**config.mk**
```make
export PLATFORM = sky130hd
export DESIGN_NAME = mac_sequencer_flat
export DESIGN_NICKNAME = d
export VERILOG_FILES = /design/src/rtl/mac_sequencer_if.sv /design/src/rtl/mac_sequencer.sv /design/src/flat_wrapper.sv
export SDC_FILE = /design/constraint.sdc
export NUM_CORES = 1
export LEC_CHECK = 0
export ABC_AREA = 1
export BUFFER_PORTS_ARGS = -buffer_cell sky130_fd_sc_hd__buf_2
export CAP_MARGIN = 10
export CORE_ASPECT_RATIO = 1.25
export CORE_UTILIZATION = 45
export DETAILED_ROUTE_END_ITERATION = 8
export GPL_TIMING_DRIVEN = 0
export HOLD_SLACK_MARGIN = 0.03
export PLACE_DENSITY = 0.76
export SYNTH_ARGS = -nofsm -noshare
export SYNTH_HDL_FRONTEND = slang
export SYNTH_SLANG_ARGS = --single-unit
```
**constraint.sdc**
```tcl
create_clock -name clock -period 2.5 [get_ports clock]
set_input_delay 0.125 -clock clock [delete_from_list [all_inputs] [get_ports clock]]
set_output_delay 0.125 -clock clock [all_outputs]
set_load 0.01 [all_outputs]
```
**src/rtl/mac_sequencer_if.sv**
```systemverilog
// Handshake/address bundle between the MAC sequencer and its environment.
// The master drives the run controls; the slave (sequencer) drives addresses and accumulator commands.
interface mac_sequencer_if #(
    parameter int unsigned ADDR_W = 3
) ();
    logic              enable;
    logic              strobe_in;
    logic              clear_overrun;
    logic [ADDR_W-1:0] wr_addr;
    logic [ADDR_W-1:0] coeff_addr;
    logic [ADDR_W-1:0] data_addr;
    logic              addr_valid;
    logic              acc_clear;
    logic              acc_enable;
    logic              strobe_out;
    logic              busy;
    logic              overrun;

    modport master (
        output enable, strobe_in, clear_overrun,
        input  wr_addr, coeff_addr, data_addr, addr_valid,
               acc_clear, acc_enable, strobe_out, busy, overrun
    );

    modport slave (
        input  enable, strobe_in, clear_overrun,
        output wr_addr, coeff_addr, data_addr, addr_valid,
               acc_clear, acc_enable, strobe_out, busy, overrun
    );
endinterface

```
**src/rtl/mac_sequencer.sv**
```systemverilog
// FIR-style MAC sequencer: issues NTAPS coefficient/sample address pairs per input sample
// and times accumulator clear/add commands through a MULT_LAT-deep token pipeline.
module mac_sequencer #(
    parameter int unsigned NTAPS    = 8,
    parameter int unsigned ADDR_W   = 3,
    parameter int unsigned MULT_LAT = 2
) (
    input  logic           clock,
    input  logic           reset,
    mac_sequencer_if.slave bus
);

    typedef enum logic [1:0] {IDLE, ISSUE, DRAIN, DONE} state_e;

    localparam logic [ADDR_W-1:0] LAST_K = ADDR_W'(NTAPS - 1);

    state_e            state_q;
    logic [ADDR_W-1:0] wr_addr_q;
    logic [ADDR_W-1:0] coeff_q;
    logic [ADDR_W-1:0] data_q;
    logic              addr_valid_q;
    logic              strobe_q;
    logic              busy_q;
    logic              overrun_q;
    // Stage 0 is aligned with the address; stage MULT_LAT drives the accumulator.
    logic [MULT_LAT:0] clr_q;
    logic [MULT_LAT:0] en_q;
    logic              pending_c;

    // Any token still short of the accumulator stage
    always_comb begin
        pending_c = 1'b0;
        for (int i = 0; i < int'(MULT_LAT); i++) begin
            pending_c = pending_c | clr_q[i] | en_q[i];
        end
    end

    always_ff @(posedge clock) begin
        if (reset) begin
            state_q      <= IDLE;
            wr_addr_q    <= '0;
            coeff_q      <= '0;
            data_q       <= '0;
            addr_valid_q <= 1'b0;
            strobe_q     <= 1'b0;
            busy_q       <= 1'b0;
            overrun_q    <= 1'b0;
            clr_q        <= '0;
            en_q         <= '0;
        end else begin
            if (bus.enable && bus.strobe_in && (state_q != IDLE)) begin
                overrun_q <= 1'b1;
            end else if (bus.clear_overrun) begin
                overrun_q <= 1'b0;
            end

            for (int i = 1; i <= int'(MULT_LAT); i++) begin
                clr_q[i] <= clr_q[i-1];
                en_q[i]  <= en_q[i-1];
            end
            clr_q[0]     <= 1'b0;
            en_q[0]      <= 1'b0;
            addr_valid_q <= 1'b0;
            coeff_q      <= '0;
            data_q       <= '0;
            strobe_q     <= 1'b0;

            if (!bus.enable && (state_q != IDLE)) begin
                state_q <= IDLE;
                clr_q   <= '0;
                en_q    <= '0;
                busy_q  <= 1'b0;
            end else begin
                unique case (state_q)
                    IDLE: begin
                        if (bus.enable && bus.strobe_in) begin
                            state_q      <= ISSUE;
                            wr_addr_q    <= wr_addr_q + ADDR_W'(1);
                            data_q       <= wr_addr_q;
                            addr_valid_q <= 1'b1;
                            clr_q[0]     <= 1'b1;
                            busy_q       <= 1'b1;
                        end
                    end
                    ISSUE: begin
                        if (coeff_q == LAST_K) begin
                            state_q  <= (MULT_LAT == 0) ? DONE : DRAIN;
                            strobe_q <= (MULT_LAT == 0);
                        end else begin
                            addr_valid_q <= 1'b1;
                            coeff_q      <= coeff_q + ADDR_W'(1);
                            data_q       <= data_q - ADDR_W'(1);
                            en_q[0]      <= 1'b1;
                        end
                    end
                    DRAIN: begin
                        if (!pending_c) begin
                            state_q  <= DONE;
                            strobe_q <= 1'b1;
                        end
                    end
                    DONE: begin
                        state_q <= IDLE;
                        busy_q  <= 1'b0;
                    end
                    default: state_q <= IDLE;
                endcase
            end
        end
    end

    assign bus.wr_addr    = wr_addr_q;
    assign bus.coeff_addr = coeff_q;
    assign bus.data_addr  = data_q;
    assign bus.addr_valid = addr_valid_q;
    assign bus.acc_clear  = clr_q[MULT_LAT];
    assign bus.acc_enable = en_q[MULT_LAT];
    assign bus.strobe_out = strobe_q;
    assign bus.busy       = busy_q;
    assign bus.overrun    = overrun_q;

endmodule

```
**src/flat_wrapper.sv**
```systemverilog
// flat-port wrapper written by rule: the top's interface ports become plain ports
module mac_sequencer_flat 
#(
    parameter int unsigned NTAPS    = 8,
    parameter int unsigned ADDR_W   = 3,
    parameter int unsigned MULT_LAT = 2
)
  (clock, reset, bus_enable, bus_strobe_in, bus_clear_overrun, bus_wr_addr, bus_coeff_addr, bus_data_addr, bus_addr_valid, bus_acc_clear, bus_acc_enable, bus_strobe_out, bus_busy, bus_overrun);
  mac_sequencer_if #(.ADDR_W(ADDR_W)) bus_i ();
  input  logic clock;
  input  logic reset;
  input wire logic [$bits(bus_i.enable)-1:0] bus_enable;
  input wire logic [$bits(bus_i.strobe_in)-1:0] bus_strobe_in;
  input wire logic [$bits(bus_i.clear_overrun)-1:0] bus_clear_overrun;
  output wire logic [$bits(bus_i.wr_addr)-1:0] bus_wr_addr;
  output wire logic [$bits(bus_i.coeff_addr)-1:0] bus_coeff_addr;
  output wire logic [$bits(bus_i.data_addr)-1:0] bus_data_addr;
  output wire logic [$bits(bus_i.addr_valid)-1:0] bus_addr_valid;
  output wire logic [$bits(bus_i.acc_clear)-1:0] bus_acc_clear;
  output wire logic [$bits(bus_i.acc_enable)-1:0] bus_acc_enable;
  output wire logic [$bits(bus_i.strobe_out)-1:0] bus_strobe_out;
  output wire logic [$bits(bus_i.busy)-1:0] bus_busy;
  output wire logic [$bits(bus_i.overrun)-1:0] bus_overrun;
  assign bus_i.enable = bus_enable;
  assign bus_i.strobe_in = bus_strobe_in;
  assign bus_i.clear_overrun = bus_clear_overrun;
  assign bus_wr_addr = bus_i.wr_addr;
  assign bus_coeff_addr = bus_i.coeff_addr;
  assign bus_data_addr = bus_i.data_addr;
  assign bus_addr_valid = bus_i.addr_valid;
  assign bus_acc_clear = bus_i.acc_clear;
  assign bus_acc_enable = bus_i.acc_enable;
  assign bus_strobe_out = bus_i.strobe_out;
  assign bus_busy = bus_i.busy;
  assign bus_overrun = bus_i.overrun;
  mac_sequencer #(.NTAPS(NTAPS), .ADDR_W(ADDR_W), .MULT_LAT(MULT_LAT)) u_core (.clock(clock), .reset(reset), .bus(bus_i));
endmodule
```
==> out/qor.txt <==
Actual slew at the worst max-slew pin: 0.350 ns
Initial antenna violation count: 0
WP data required: 2.71 ns
Initial Util: 47.7%
DP Wirelength: 1140 µm
Ant. Diodes: 0
Fmax: 690 MHz
Final Cycle Share: 58.0%
Synth Cell Area: 935 µm²
Final Critical Period: 1.45 ns
Total grt overflow: 0
Post-Synthesis Cells: 107
Final wirelength: 1440 µm
Status: completed
Max Transition Viols Final: 0
Via Count: 700
Endpoints failing hold: 0
Nets: 146
Seq/Total Area, Yosys: 45.0%
Root Driver: clkbuf_4
CP arrival: 1.66 ns
CTS H-tree lvls: 1
CTS sink count: 21
Final clock skew: 0.000819 ns
Reg clk slew, reported paths: 0.12 ns
TritonCTS buffer count: 3
Critical path's top delay family: flip-flops
Synthesized flop and latch total: 21
CP max FO: 10
Core ar.: 1960 µm²
I/O Pins: 20
Max stage delay on crit path: 0.38 ns
Clock Latency Late Sink: 0.30 ns
Setup violators final: 0
Critical path class: reg -> reg
Sum Neg Setup Slack: 0 ns
Syn Area/Cell: 8.74 µm²
Layout cell share with drive strength beyond 1: 35.9%
CP Capture Type: register
First-pass GRT wire length: 2570 µm
Vias in the first global route: 629
Via density per instance: 4.64
Slew margin rel.: 76.6%
Leakage: 0.543 nW
Unique masters post-synth: 20
Post-DRT Antenna Nets: 0
Commonest non-fill, non-tap cells in the layout: dfxtp_1 (21), buf_2 (19), inv_1 (17), nor2_1 (15), nand2_1 (10)
Setup WS post-layout: 1.05 ns
Remaining DRCs: 0
Slowest CP cell: dfxtp_1
Die width: 42.8 µm
Max Cap Violations: 0
Drt pass-1 iters: 4
DR iter-0 viols: 6
Gp weighted congestion: 0.724
Die height: 53.0 µm
Synth area leaders: dfxtp_1 (45%), ha_1 (12%), inv_1 (6.8%)
Most common cell after layout, fill and taps aside: dfxtp_1
Finished Core Util: 55.7%
CTS max path bufs: 2
Synth top area share: 45.0%
WL/cell: 9.52 µm
Worst setup SP type: register
Layout area overhead: 16.9%
Largest net degree at the start of global routing: 13
CP bufs+invs: 2
Area leader, netlist: dfxtp_1
Cells along the critical path: inv_1 > ha_1 > o21ai_4 > inv_2 > nand2_1 > nor2_1
DIE AREA: 2260 µm²
CTS tree: built
Pre-CTS setup slack: 1.07 ns
RSZ-0062 raised after global routing: no
Filler Cell Count: 184
PD cells: 844 nW/µm²
Cell row count: 18
Synthesized Nets: 121
Worst vdd ir: 441 µV
Port Buffers: 19
Gr usage total: 15.2%
Yosys warnings: 0
Worst min-delay path class: in -> reg
[path summary, 6_finish.rpt]
path | startpoint | end | slack (ns) | depth (start not counted)
max | u_core.state_q[0] | u_core.state_q[1] | 1.05 | 6
min | bus_clear_overrun | u_core.bus.overrun | 0.07 | 4
max reg2reg | u_core.state_q[0] | u_core.state_q[1] | 1.05 | 6
min reg2reg | u_core.en_q[1] | u_core.en_q[2] | 0.43 | 2
[sequential cells by signal, indices dropped and copies added, names as in the netlist]
signal,count
u_core.bus.data_addr,3
u_core.bus.coeff_addr,3
u_core.bus.strobe_out,1
u_core.bus.wr_addr,3
u_core.bus.busy,1
u_core.bus.overrun,1
u_core.clr_q,3
u_core.en_q,3
u_core.bus.addr_valid,1
u_core.state_q,2
[power breakdown]
group,internal (W),switching (W)
clock network,0.0000596,0.000105
registers,0.000381,0.0000285
logic,0.000127,0.000221
[area by class of cell]
| cell class | instances | area, µm² | area share [%] |
|---|---|---|---|
| clock inverters | 1 | 5.00 | 0.458 |
| flip-flops and latches | 21 | 420 | 38.5 |
| clock buffers | 3 | 22.5 | 2.06 |
| inverters | 24 | 92.6 | 8.48 |
| well taps | 20 | 25.0 | 2.29 |
| multi-input cells | 62 | 422 | 38.6 |
| repair buffers | 20 | 105 | 9.62 |
[cells by family (layout without fill, tap and decap cells)]
family                   after synthesis  after routing  share of synthesized area (%)
buffers and inverters                 24             48                           9.91
AO/OA/AOI/OAI                         16             16                           12.9
flip-flops                            21             21                           45.0
AND/OR/NAND/NOR                       37             37                           20.2
adder cells (fa/ha/maj)                9              9                           12.0
[synth_stat cells]
| library cell | number |
|---|---|
| o21ai_0 | 1 |
| ha_1 | 9 |
| o21ai_4 | 1 |
| a21oi_2 | 5 |
| nand2_4 | 2 |
| nor2_1 | 15 |
| a21oi_1 | 5 |
| nand2_1 | 10 |
| nand2_2 | 4 |
| a22oi_1 | 1 |
| o21ai_2 | 2 |
| clkinv_2 | 2 |
| nor3_1 | 1 |
| nor2_4 | 2 |
| o21ai_1 | 1 |
| nor3_2 | 1 |
| inv_1 | 17 |
| dfxtp_1 | 21 |
| inv_2 | 5 |
| nand3_1 | 2 |
[metal layers]
| metal | routed length [µm] | global-route usage [%] | share of wire [%] |
|---|---|---|---|
| met1 | 675 | 18.6 | 47 |
| met2 | 703 | 25.0 | 49 |
| met3 | 44 | 3.07 | 3.1 |
| met4 | 15 | 7.81 | 1.0 |
| met5 | 0 | 0 | 0 |
[timing repair]
action	4_1_cts	5_1_grt
setup buffers	0	0
hold buffers	1	0
gates resized for setup	0	0
endpoints found under the hold margin	1	0
[worst min-delay path: stages]
cell,delay (ns)
buf_2,0.08
inv_1,0.03
nand2_1,0.04
a21oi_1,0.06
[through the flow]
| stage | cells | total power, W | instance area, µm² | hold WS (ns) |
|---|---|---|---|---|
| 4_1_cts | 151 | 0.000932 | 1090 | 0.0632 |
| 3_5_place_dp | 146 | 0.000767 | 1050 | 0.355 |
| 3_3_place_gp | 146 | 0.000757 | 1050 | 0.353 |
| 2_1_floorplan | 107 | 0.000691 | 935 | 0.187 |
| 6_report | 151 | 0.000922 | 1090 | 0.0670 |
| 5_1_grt | 151 | 0.000999 | 1090 | 0.0726 |
Power figures use the tool's default switching activity.
